### src/rtl/lab3_mem_blocking_cache_param_if.sv
`timescale 1ns/1ps
`default_nettype none
// ============================================================================
// Module   : lab3_mem_blocking_cache_param_if
// Brief    : Generic val/rdy channel carrying one flat message vector.
//            Message layouts used by the cache:
//              mem_req_4B   (77b) : type[76:74] opaque[73:66] addr[65:34] len[33:32] data[31:0]
//              mem_resp_4B  (47b) : type[46:44] opaque[43:36] test[35:34] len[33:32] data[31:0]
//              mem_req_16B (175b) : type[174:172] opaque[171:164] addr[163:132] len[131:128] data[127:0]
//              mem_resp_16B(145b) : type[144:142] opaque[141:134] test[133:132] len[131:128] data[127:0]
// Revision : 1.0 - initial release
// ============================================================================
interface lab3_mem_blocking_cache_param_if #(
   parameter int MSG_W = 77
);
   logic             val;
   logic             rdy;
   logic [MSG_W-1:0] msg;

   modport master (output val, output msg, input rdy);
   modport slave  (input val, input msg, output rdy);
endinterface
`default_nettype wire

### src/rtl/lab3_mem_blocking_cache_param.sv
`timescale 1ns/1ps
`default_nettype none
// ============================================================================
// Module   : lab3_mem_blocking_cache_param
// Brief    : Direct-mapped, write-back, write-allocate blocking cache between
//            a 4B processor port and a 16B memory port. Only dirty lines are
//            written back on a conflict miss.
// Revision : 1.0 - initial release
// ============================================================================
module lab3_mem_blocking_cache_param #(
   parameter int p_num_lines = 16,
   parameter int p_idx_shamt = 0
) (
   input  logic                            clk,
   input  logic                            reset,
   lab3_mem_blocking_cache_param_if.slave  cachereq,
   lab3_mem_blocking_cache_param_if.master cacheresp,
   lab3_mem_blocking_cache_param_if.master memreq,
   lab3_mem_blocking_cache_param_if.slave  memresp
);
   localparam int         c_idx_w      = (p_num_lines > 1) ? $clog2(p_num_lines) : 1;
   localparam logic [2:0] c_type_read  = 3'd0;
   localparam logic [2:0] c_type_write = 3'd1;
   localparam logic [2:0] c_type_init  = 3'd2;

   typedef enum logic [3:0] {
      ST_IDLE = 4'd0,  ST_TC = 4'd1,  ST_IN = 4'd2,  ST_RD = 4'd3,
      ST_WD   = 4'd4,  ST_EP = 4'd5,  ST_ER = 4'd6,  ST_EW = 4'd7,
      ST_RR   = 4'd8,  ST_RW = 4'd9,  ST_RU = 4'd10, ST_W  = 4'd11
   } state_t;

   state_t               r_state;
   logic [2:0]           r_type;
   logic [7:0]           r_opaque;
   logic [31:0]          r_addr;
   logic [31:0]          r_data;
   logic                 r_hit;
   logic [127:0]         r_line;
   logic [p_num_lines-1:0] r_valid;
   logic [p_num_lines-1:0] r_dirty;
   logic [27:0]          r_tag_array  [p_num_lines];
   logic [127:0]         r_data_array [p_num_lines];

   logic                 r_cachereq_rdy;
   logic                 r_cacheresp_val;
   logic [46:0]          r_cacheresp_msg;
   logic                 r_memreq_val;
   logic [174:0]         r_memreq_msg;
   logic                 r_memresp_rdy;

   logic [c_idx_w-1:0]   w_idx;
   logic [27:0]          w_tag;
   logic [1:0]           w_word;
   logic                 w_is_write;
   logic                 w_is_init;
   logic                 w_hit;
   logic [127:0]         w_line_rd;
   logic [31:0]          w_word_rd;
   logic [15:0]          w_word_be;
   logic [15:0]          w_arr_be;
   logic [127:0]         w_arr_wdata;
   logic                 w_tag_we;

   // Address decomposition of the latched request; the tag keeps all 28 bits
   // so it stays correct whatever the line count or index shift.
   assign w_idx      = r_addr[4+p_idx_shamt +: c_idx_w];
   assign w_tag      = r_addr[31:4];
   assign w_word     = r_addr[3:2];
   assign w_is_write = (r_type == c_type_write);
   assign w_is_init  = (r_type == c_type_init);
   assign w_hit      = r_valid[w_idx] && (r_tag_array[w_idx] == w_tag);
   assign w_line_rd  = r_data_array[w_idx];
   assign w_word_rd  = w_line_rd[{w_word, 5'b00000} +: 32];
   assign w_word_be  = 16'h000F << {w_word, 2'b00};

   assign cachereq.rdy  = r_cachereq_rdy;
   assign cacheresp.val = r_cacheresp_val;
   assign cacheresp.msg = r_cacheresp_msg;
   assign memreq.val    = r_memreq_val;
   assign memreq.msg    = r_memreq_msg;
   assign memresp.rdy   = r_memresp_rdy;

   // Array write controls: single-word writes for INIT/WRITE, full line on refill.
   always_comb begin
      w_arr_be    = '0;
      w_arr_wdata = {4{r_data}};
      w_tag_we    = 1'b0;
      case (r_state)
         ST_IN: begin
            w_arr_be = w_word_be;
            w_tag_we = 1'b1;
         end
         ST_WD: w_arr_be = w_word_be;
         ST_RU: begin
            w_arr_be    = '1;
            w_arr_wdata = r_line;
            w_tag_we    = 1'b1;
         end
         default: ;
      endcase
   end

   // Tag and data storage; contents are qualified by the valid bits, so no reset.
   always_ff @(posedge clk) begin
      if (w_tag_we)
         r_tag_array[w_idx] <= w_tag;
      for (int b = 0; b < 16; b++)
         if (w_arr_be[b])
            r_data_array[w_idx][8*b +: 8] <= w_arr_wdata[8*b +: 8];
   end

   // Control FSM with registered handshake outputs and per-line valid/dirty state.
   always_ff @(posedge clk or negedge reset) begin
      if (!reset) begin
         r_state         <= ST_IDLE;
         r_type          <= '0;
         r_opaque        <= '0;
         r_addr          <= '0;
         r_data          <= '0;
         r_hit           <= 1'b0;
         r_line          <= '0;
         r_valid         <= '0;
         r_dirty         <= '0;
         r_cachereq_rdy  <= 1'b0;
         r_cacheresp_val <= 1'b0;
         r_cacheresp_msg <= '0;
         r_memreq_val    <= 1'b0;
         r_memreq_msg    <= '0;
         r_memresp_rdy   <= 1'b0;
      end else begin
         case (r_state)
            ST_IDLE: begin
               r_cachereq_rdy <= 1'b1;
               if (cachereq.val && r_cachereq_rdy) begin
                  r_type         <= cachereq.msg[76:74];
                  r_opaque       <= cachereq.msg[73:66];
                  r_addr         <= cachereq.msg[65:34];
                  r_data         <= cachereq.msg[31:0];
                  r_cachereq_rdy <= 1'b0;
                  r_state        <= ST_TC;
               end
            end
            ST_TC: begin
               r_hit <= w_hit && !w_is_init;
               if (w_is_init)
                  r_state <= ST_IN;
               else if (w_hit)
                  r_state <= w_is_write ? ST_WD : ST_RD;
               else if (r_valid[w_idx] && r_dirty[w_idx])
                  r_state <= ST_EP;
               else begin
                  r_memreq_val <= 1'b1;
                  r_memreq_msg <= {c_type_read, 8'h00, w_tag, 4'h0, 4'h0, 128'h0};
                  r_state      <= ST_RR;
               end
            end
            ST_IN: begin
               r_valid[w_idx]  <= 1'b1;
               r_dirty[w_idx]  <= 1'b0;
               r_cacheresp_val <= 1'b1;
               r_cacheresp_msg <= {r_type, r_opaque, 1'b0, r_hit, 2'b00, 32'h0};
               r_state         <= ST_W;
            end
            ST_RD: begin
               r_cacheresp_val <= 1'b1;
               r_cacheresp_msg <= {r_type, r_opaque, 1'b0, r_hit, 2'b00, w_word_rd};
               r_state         <= ST_W;
            end
            ST_WD: begin
               r_dirty[w_idx]  <= 1'b1;
               r_cacheresp_val <= 1'b1;
               r_cacheresp_msg <= {r_type, r_opaque, 1'b0, r_hit, 2'b00, 32'h0};
               r_state         <= ST_W;
            end
            ST_EP: begin
               // The memreq message register doubles as the victim buffer.
               r_memreq_val <= 1'b1;
               r_memreq_msg <= {c_type_write, 8'h00, r_tag_array[w_idx], 4'h0, 4'h0, w_line_rd};
               r_state      <= ST_ER;
            end
            ST_ER: begin
               if (memreq.rdy) begin
                  r_memreq_val  <= 1'b0;
                  r_memresp_rdy <= 1'b1;
                  r_state       <= ST_EW;
               end
            end
            ST_EW: begin
               if (memresp.val) begin
                  r_memresp_rdy <= 1'b0;
                  r_memreq_val  <= 1'b1;
                  r_memreq_msg  <= {c_type_read, 8'h00, w_tag, 4'h0, 4'h0, 128'h0};
                  r_state       <= ST_RR;
               end
            end
            ST_RR: begin
               if (memreq.rdy) begin
                  r_memreq_val  <= 1'b0;
                  r_memresp_rdy <= 1'b1;
                  r_state       <= ST_RW;
               end
            end
            ST_RW: begin
               if (memresp.val) begin
                  r_line        <= memresp.msg[127:0];
                  r_memresp_rdy <= 1'b0;
                  r_state       <= ST_RU;
               end
            end
            ST_RU: begin
               r_valid[w_idx] <= 1'b1;
               r_dirty[w_idx] <= 1'b0;
               r_state        <= w_is_write ? ST_WD : ST_RD;
            end
            ST_W: begin
               if (cacheresp.rdy) begin
                  r_cacheresp_val <= 1'b0;
                  r_cacheresp_msg <= '0;
                  r_cachereq_rdy  <= 1'b1;
                  r_state         <= ST_IDLE;
               end
            end
            default: r_state <= ST_IDLE;
         endcase
      end
   end
endmodule
`default_nettype wire

### src/flat_wrapper.sv
// flat-port wrapper written by rule: the top's interface ports become plain ports
module lab3_mem_blocking_cache_param_flat 
#(
   parameter int p_num_lines = 16,
   parameter int p_idx_shamt = 0
)
  (clk, reset, cachereq_val, cachereq_msg, cachereq_rdy, cacheresp_val, cacheresp_msg, cacheresp_rdy, memreq_val, memreq_msg, memreq_rdy, memresp_val, memresp_msg, memresp_rdy);
  lab3_mem_blocking_cache_param_if #(.MSG_W(77)) cachereq_i ();
  lab3_mem_blocking_cache_param_if #(.MSG_W(47)) cacheresp_i ();
  lab3_mem_blocking_cache_param_if #(.MSG_W(175)) memreq_i ();
  lab3_mem_blocking_cache_param_if #(.MSG_W(145)) memresp_i ();
  input  logic clk;
  input  logic reset;
  input wire logic [$bits(cachereq_i.val)-1:0] cachereq_val;
  input wire logic [$bits(cachereq_i.msg)-1:0] cachereq_msg;
  output wire logic [$bits(cachereq_i.rdy)-1:0] cachereq_rdy;
  output wire logic [$bits(cacheresp_i.val)-1:0] cacheresp_val;
  output wire logic [$bits(cacheresp_i.msg)-1:0] cacheresp_msg;
  input wire logic [$bits(cacheresp_i.rdy)-1:0] cacheresp_rdy;
  output wire logic [$bits(memreq_i.val)-1:0] memreq_val;
  output wire logic [$bits(memreq_i.msg)-1:0] memreq_msg;
  input wire logic [$bits(memreq_i.rdy)-1:0] memreq_rdy;
  input wire logic [$bits(memresp_i.val)-1:0] memresp_val;
  input wire logic [$bits(memresp_i.msg)-1:0] memresp_msg;
  output wire logic [$bits(memresp_i.rdy)-1:0] memresp_rdy;
  assign cachereq_i.val = cachereq_val;
  assign cachereq_i.msg = cachereq_msg;
  assign cachereq_rdy = cachereq_i.rdy;
  assign cacheresp_val = cacheresp_i.val;
  assign cacheresp_msg = cacheresp_i.msg;
  assign cacheresp_i.rdy = cacheresp_rdy;
  assign memreq_val = memreq_i.val;
  assign memreq_msg = memreq_i.msg;
  assign memreq_i.rdy = memreq_rdy;
  assign memresp_i.val = memresp_val;
  assign memresp_i.msg = memresp_msg;
  assign memresp_rdy = memresp_i.rdy;
  lab3_mem_blocking_cache_param #(.p_num_lines(p_num_lines), .p_idx_shamt(p_idx_shamt)) u_core (.clk(clk), .reset(reset), .cachereq(cachereq_i), .cacheresp(cacheresp_i), .memreq(memreq_i), .memresp(memresp_i));
endmodule
### config.mk
export PLATFORM = sky130hd
export DESIGN_NAME = lab3_mem_blocking_cache_param_flat
export DESIGN_NICKNAME = d
export VERILOG_FILES = /design/src/rtl/lab3_mem_blocking_cache_param_if.sv /design/src/rtl/lab3_mem_blocking_cache_param.sv /design/src/flat_wrapper.sv
export SDC_FILE = /design/constraint.sdc
export NUM_CORES = 2
export LEC_CHECK = 0
export ABC_AREA = 1
export CAP_MARGIN = 5
export CORE_AREA = 2 2 670 672
export CTS_BUF_LIST = sky130_fd_sc_hd__clkbuf_4 sky130_fd_sc_hd__clkbuf_8 sky130_fd_sc_hd__clkbuf_16
export DETAILED_ROUTE_END_ITERATION = 7
export DIE_AREA = 0 0 672 674
export GPL_TIMING_DRIVEN = 0
export PLACE_DENSITY = 0.36
export SKIP_LAST_GASP = 1
export SYNTH_ARGS = -nofsm -noshare
export SYNTH_HDL_FRONTEND = slang
export SYNTH_SLANG_ARGS = --single-unit
export TNS_END_PERCENT = 5
### constraint.sdc
create_clock -name clk -period 4.8 [get_ports clk]
set_input_delay 0.72 -clock clk [delete_from_list [all_inputs] [get_ports clk]]
set_output_delay 0.72 -clock clk [all_outputs]
set_load 0.02 [all_outputs]
# Yosys cells after proc, flatten, opt, wreduce, memory -nomap -nowiden
# Memories as Yosys holds them, arrays and structs flattened.
# Index checks and enable logic that the tools add are counted.
[totals] register_bits=466 ram_bits=2496 input_bits=228 output_inout_bits=226 word_cells=154 n_memories=2
[op_classes] order_cmp=2 eq_ne=25 shifts=2 n_mux=76 bitwise=4 n_reduce_logical=28
[mem_list] name="u_core.r_data_array" words=16 word_bits=128 rd=1 rd_clocked_by_memory_dff=0 wr=1 line="lab3_mem_blocking_cache_param.sv:42" source="logic [127:0] r_data_array [p_num_lines];"
[mem_list] name="u_core.r_tag_array" words=16 word_bits=28 rd=1 rd_clocked_by_memory_dff=0 wr=1 line="lab3_mem_blocking_cache_param.sv:41" source="logic [27:0] r_tag_array [p_num_lines];"
[op_table] operator="175-bit two-way mux" count=4
[op_table] operator="175-bit case mux with 3 select lines" count=1
[op_table] operator="47-bit case mux with 3 select lines" count=1
[op_table] operator="128-bit two-way mux" count=1
[op_table] operator="128-bit by 8-bit variable part select with 32-bit output" count=1
[op_table] operator="16-bit case mux with 2 select lines" count=2
[op_table] operator="1-bit two-way mux" count=48
[op_table] operator="47-bit two-way mux" count=1
[op_table] operator="4-bit case mux with 10 select lines" count=1
[op_table] operator="4-bit two-way mux" count=9
[op_table] operator="16-bit bitwise OR" count=2
[op_table] operator="28-bit equality test" count=1
[op_table] operator="16-bit AND" count=1
[op_table] operator="4-bit by 3-bit equality test with 1-bit output, second input constant" count=4
[op_table] operator="4-bit equality test, second input constant" count=4
[op_table] operator="2-bit inequality test, second input constant" count=8
[op_table] operator="16-bit inverter" count=1
[op_table] operator="4-bit by 4-bit left shift with 16-bit output, first input constant" count=1
[op_table] operator="6-bit AND reduction" count=2
[op_table] operator="2-bit AND reduction" count=5
[op_table] operator="1-bit binary-select mux with 4-bit select" count=2
[op_table] operator="4-bit by 2-bit equality test with 1-bit output, second input constant" count=2
[op_table] operator="2-bit nonzero test" count=4
[op_table] operator="2-bit OR reduction" count=4
[op_table] operator="18 further kinds" count=27

# Longest topological paths before layout
[logic_depth] ltp_word=7 ltp_mapped=26 mapped_depth_nobuf=21

# Least setup slack after synthesis
# OpenSTA, ideal clock, no wires.
[synth_timing] path_type="reg-to-reg" start="register u_core.r_addr[5]" end="memory u_core.r_data_array[2][100] (enable)" setup_ps=421 t_arrival_ps=3545 required_time_ps=4379 setup_slack_ps=833 stages_incl_launch_ff=10 path_buffers=5 synth_period_minus_slack_ps=3967 path_cell_list="dfrtp_1 > buf_4 > inv_2 > nor2_2 > buf_2 > clkbuf_1 > buf_1 > clkbuf_1 > nand2_1 > nor2_1"
[synth_rtl] element="start: declaration" line="lab3_mem_blocking_cache_param.sv:35" source="logic [31:0] r_addr;"
[synth_rtl] element="start signal: assignment" line="lab3_mem_blocking_cache_param.sv:137" source="r_addr <= cachereq.msg[65:34];"
[synth_rtl] element="end: declaration" line="lab3_mem_blocking_cache_param.sv:42"
# No word-level cell before the write port.

# Worst setup path in the final report
[layout_timing] start="register u_core.r_addr[5]" end="register u_core.r_cacheresp_msg[9] (netlist: u_core.cacheresp.msg[9])"
[layout_via] elab_chain_cells=3
[layout_rtl] element="memory 16 x 128 bit"
[layout_rtl] element="128-bit by 8-bit variable part select with 32-bit output" line="lab3_mem_blocking_cache_param.sv:73" source="assign w_word_rd = w_line_rd[{w_word, 5'b00000} +: 32];"
[layout_rtl] element="47-bit case mux with 3 select lines" line="lab3_mem_blocking_cache_param.sv:131" source="case (r_state)"
[layout_rtl] element="end signal: assignment" line="lab3_mem_blocking_cache_param.sv:161" source="r_cacheresp_msg <= {r_type, r_opaque, 1'b0, r_hit, 2'b00, 32'h0};"
[layout_rtl] element="end signal: assignment" line="lab3_mem_blocking_cache_param.sv:166" source="r_cacheresp_msg <= {r_type, r_opaque, 1'b0, r_hit, 2'b00, w_word_rd};"
[layout_rtl] element="end signal: assignment" line="lab3_mem_blocking_cache_param.sv:172" source="r_cacheresp_msg <= {r_type, r_opaque, 1'b0, r_hit, 2'b00, 32'h0};"
[layout_rtl] element="end: declaration" line="lab3_mem_blocking_cache_param.sv:46" source="logic [46:0] r_cacheresp_msg;"
# Every way passes these cells.
# A chain may end at the register's enable or synchronous reset.

==> run metrics <==
post-route setup slack -428 ps; Design Area, Final between 100,000 and 150,000 um^2; full die area roughly 450,000 um^2; I/O Buffers a little over 400; LEAKAGE between 40 and 50 nW; Synth top area share about 67%; outcome finished, violations left; I/O pins ~450; R2R setup slack -430 ps; max_cap viols 0; global-route wire length before repair 723,000 um; largest stage delay on the critical path slightly below 1000 ps; CTS tree built; critical setup path kind flop to flop; Max H-tree Level 5; min Tclk post-route around 5200 ps; number of global-route vias before repair 74,000; Pint 0.0599 W; R2R cell count 16; DRT Pass-1 Iters 6; Clock Skew 79.9 ps; Hold Vio Cnt, Final 0; Slew Limit Fails 0; CTS buffer count around 350; Power per Cell Area between 700 and 800 nW/um^2; antenna violations before repair 49; CP arrival just over 6000 ps; DRC violations left 0; # clock sinks approximately 2,900; die extent in y 674 um; DPL Wire Length 405,000 um; Overall Global Routing Usage about a quarter; unrepaired setup endpoints after global routing true; FF+latch count, synth a little under 3,000; wire length per cell roughly 37 um; Cell Area, Placed roughly 130,000 um^2; CP Max Fanout 17; worst reg2reg path startpoint u_core.r_addr[5]$_DFFE_PN0P_; PnR Total Power between 0.1 and 0.15 W; drt first-iter violations a little over 9,000; sequential share of power between 30 and 40%; Vias ~76,000; clock slew at reported path FFs ~60 ps; period utilisation layout 109%; Worst setup SP type flop; Max Freq 191 MHz; crit-path cells buf_4, nand2_4, inv_2, buf_6, buf_2, buf_2, clkbuf_2, clkbuf_1, a22oi_1, a21oi_1, nor4_2, buf_4, o22ai_1, o21ai_1, buf_4, nand2_1; Psw around 0.045 W; failing checks negative setup slack; total grt overflow 0; hold_ws 360 ps; Hold EP u_core.r_line[17]$_DFFE_PN0P_; Mapped Area 111,000 um^2; worst slew pin tran approximately 1400 ps; initial core utilization between 20% and 30%; Avg Inst Size Synth between 10 and 15 um^2; reg2reg end u_core.cacheresp.msg[9]$_DFFE_PN0P_; Via density approximately 5.0; number of flops mapped to enable cells by yosys 2,496; cells taking the most area after synthesis edfxtp_1 (67%), dfrtp_1 (10%), a22oi_1 (6.9%); Clock Path Buffers 4; CP most frequent cell buf_4; worst hold path type input port to flop; CP required 5660 ps; worst hold stages 2; Layout Nets 9,103; yosys warns 0; Clock power frac between 20% and 30%; dominant cell type by area after synthesis edfxtp_1; Seq/Total Area, Yosys slightly below 80%; Die Wd 672 um; Post-synth ARST share approximately 15%; final setup violation count 414; combinational power share between 30% and 40%; relative slew slack under 10%; Final ANT Viol Nets 0; top-count cell post-synth edfxtp_1; Hold Crit Start memresp_msg[17]; Synth Instances approximately 7,700; Row Count between 200 and 250; Area growth syn-to-layout 27.7%; Slowest-stage cell, CP clkbuf_1; core area ~450,000 um^2; RePlAce Congestion about 0.89; switching power share of the total 42.8%; root buf cell clkbuf_16; Worst Setup End Kind flop; Synth cell types 33; largest net degree at the start of global routing between 100 and 150; Most used DFF post-synth edfxtp_1; worst skew pair latency 1000 ps; dpl ws -1730 ps; ratio of cells with drive above 1 in the final layout around 17%; Post-synth top cells edfxtp_1 (2,496), nand2_1 (1,667), a22oi_1 (1,024); final WL 559,000 um; peak supply drop 347 uV
[power groups by stage]
stage,sequential [W],combinational (W),clock (W)
floorplan,0.0359,0.0147,0
global placement,0.0368,0.0366,0
detailed placement,0.0367,0.0407,0
CTS,0.0362,0.0411,0.0272
global route,0.0364,0.0427,0.0281
finish,0.0362,0.0417,0.0269
[logic make-up (layout without fill, tap and decap cells)]
kind of cell | after synthesis | in the layout | share of synthesized area [%]
AO/OA/AOI/OAI | 1963 | 1963 | 11.3
AND/OR/NAND/NOR | 2065 | 2065 | 7.41
flip-flops | 2939 | 2939 | 77.4
multiplexers | 166 | 166 | 1.68
buffers and inverters | 589 | 2015 | 2.22
other | 1 | 45 | 0.00337
[layer usage]
layer	vias up	routed length (um)	track usage, %	part of all wire (%)
met5	-	284	0	0.051
met4	12	38500	14.1	6.9
met3	868	40500	4.35	7.3
met2	3795	258000	38.6	46
met1	40100	222000	30.3	40
li1	31600	-	-	-
[flip-flops by register name, summed over array words and instances (netlist names), named ones only]
| register | flops |
|---|---|
| u_core.r_state | 4 |
| u_core.r_data_array | 2048 |
| u_core.r_opaque | 8 |
| u_core.r_line | 128 |
| u_core.r_type | 3 |
| u_core.cachereq.rdy | 1 |
| u_core.r_hit | 1 |
| u_core.memresp.rdy | 1 |
| u_core.r_addr | 30 |
| u_core.memreq.val | 1 |
| u_core.memreq.msg | 157 |
| u_core.r_data | 32 |
| u_core.cacheresp.msg | 44 |
| u_core.r_valid | 16 |
| u_core.r_tag_array | 448 |
| u_core.cacheresp.val | 1 |
[what timing repair did]
action | in CTS | in global routing
endpoints found under the hold margin | 75 | 0
hold buffers | 1 | 0
buffers inserted | 33 | 12
pin swaps | 23 | 5
endpoints found under the setup margin | 3406 | 3006
gates resized for setup | 131 | 92
[stage by stage]
stage | utilization (%) | setup TNS [ps] | instances
after floorplan | - | 0 | 7743
after global placement | 27.5 | - | 14100
after detailed placement | 28.9 | -2926760 | 14400
after CTS | 31.7 | -670030 | 15100
after global routing | 31.7 | -77520 | 15100
final | 31.8 | -34640 | 15100
[layout make-up]
| cell class | count | area, um^2 |
|---|---|---|
| timing repair buffer | 784 | 9790 |
| antenna | 24 | 60.1 |
| buffer | 496 | 2370 |
| tap | 5952 | 7450 |
| inverter | 93 | 353 |
| sequential | 2939 | 86000 |
| clock inverter | 192 | 1760 |
| clock buffer | 450 | 9740 |
| fill | 44100 | 305000 |
| multi-input combinational | 4215 | 24300 |
[worst max path at each step]
stage,cells after the start,end,start
after CTS,8,u_core.r_data_array[13][108]$_DFFE_PP_,u_core.r_state[1]$_DFFE_PN0P_
final,16,u_core.cacheresp.msg[9]$_DFFE_PN0P_,u_core.r_addr[5]$_DFFE_PN0P_
after global routing,17,u_core.cacheresp.msg[11]$_DFFE_PN0P_,u_core.r_addr[5]$_DFFE_PN0P_
after floorplan,9,u_core.r_data_array[2][100]$_DFFE_PP_,u_core.r_addr[5]$_DFFE_PN0P_
after global placement,1,u_core.r_data[15]$_DFFE_PN0P_,reset
after detailed placement,11,u_core.r_data_array[6][82]$_DFFE_PP_,u_core.r_addr[5]$_DFFE_PN0P_
[placed cells by master (no fill, tap or decap), drive strengths merged, types with 100 or more instances in the layout]
| cell type | count |
|---|---|
| a21oi | 529 |
| a22oi | 1024 |
| buf | 508 |
| clkbuf | 800 |
| clkdlybuf4s50 | 410 |
| clkinv | 151 |
| dfrtp | 443 |
| edfxtp | 2496 |
| inv | 100 |
| mux2 | 166 |
| nand2 | 1671 |
| nor2 | 176 |
| nor4 | 129 |
| o21ai | 332 |
[critical path: cells and delay by family (launching register included)]
kind	cells	cell delay, ps
AOI/OAI and AO/OA	4	730
DFF	1	530
buffers and inverters	9	3540
and+or+nand+nor	3	300
(Power assumes the default switching activity.)
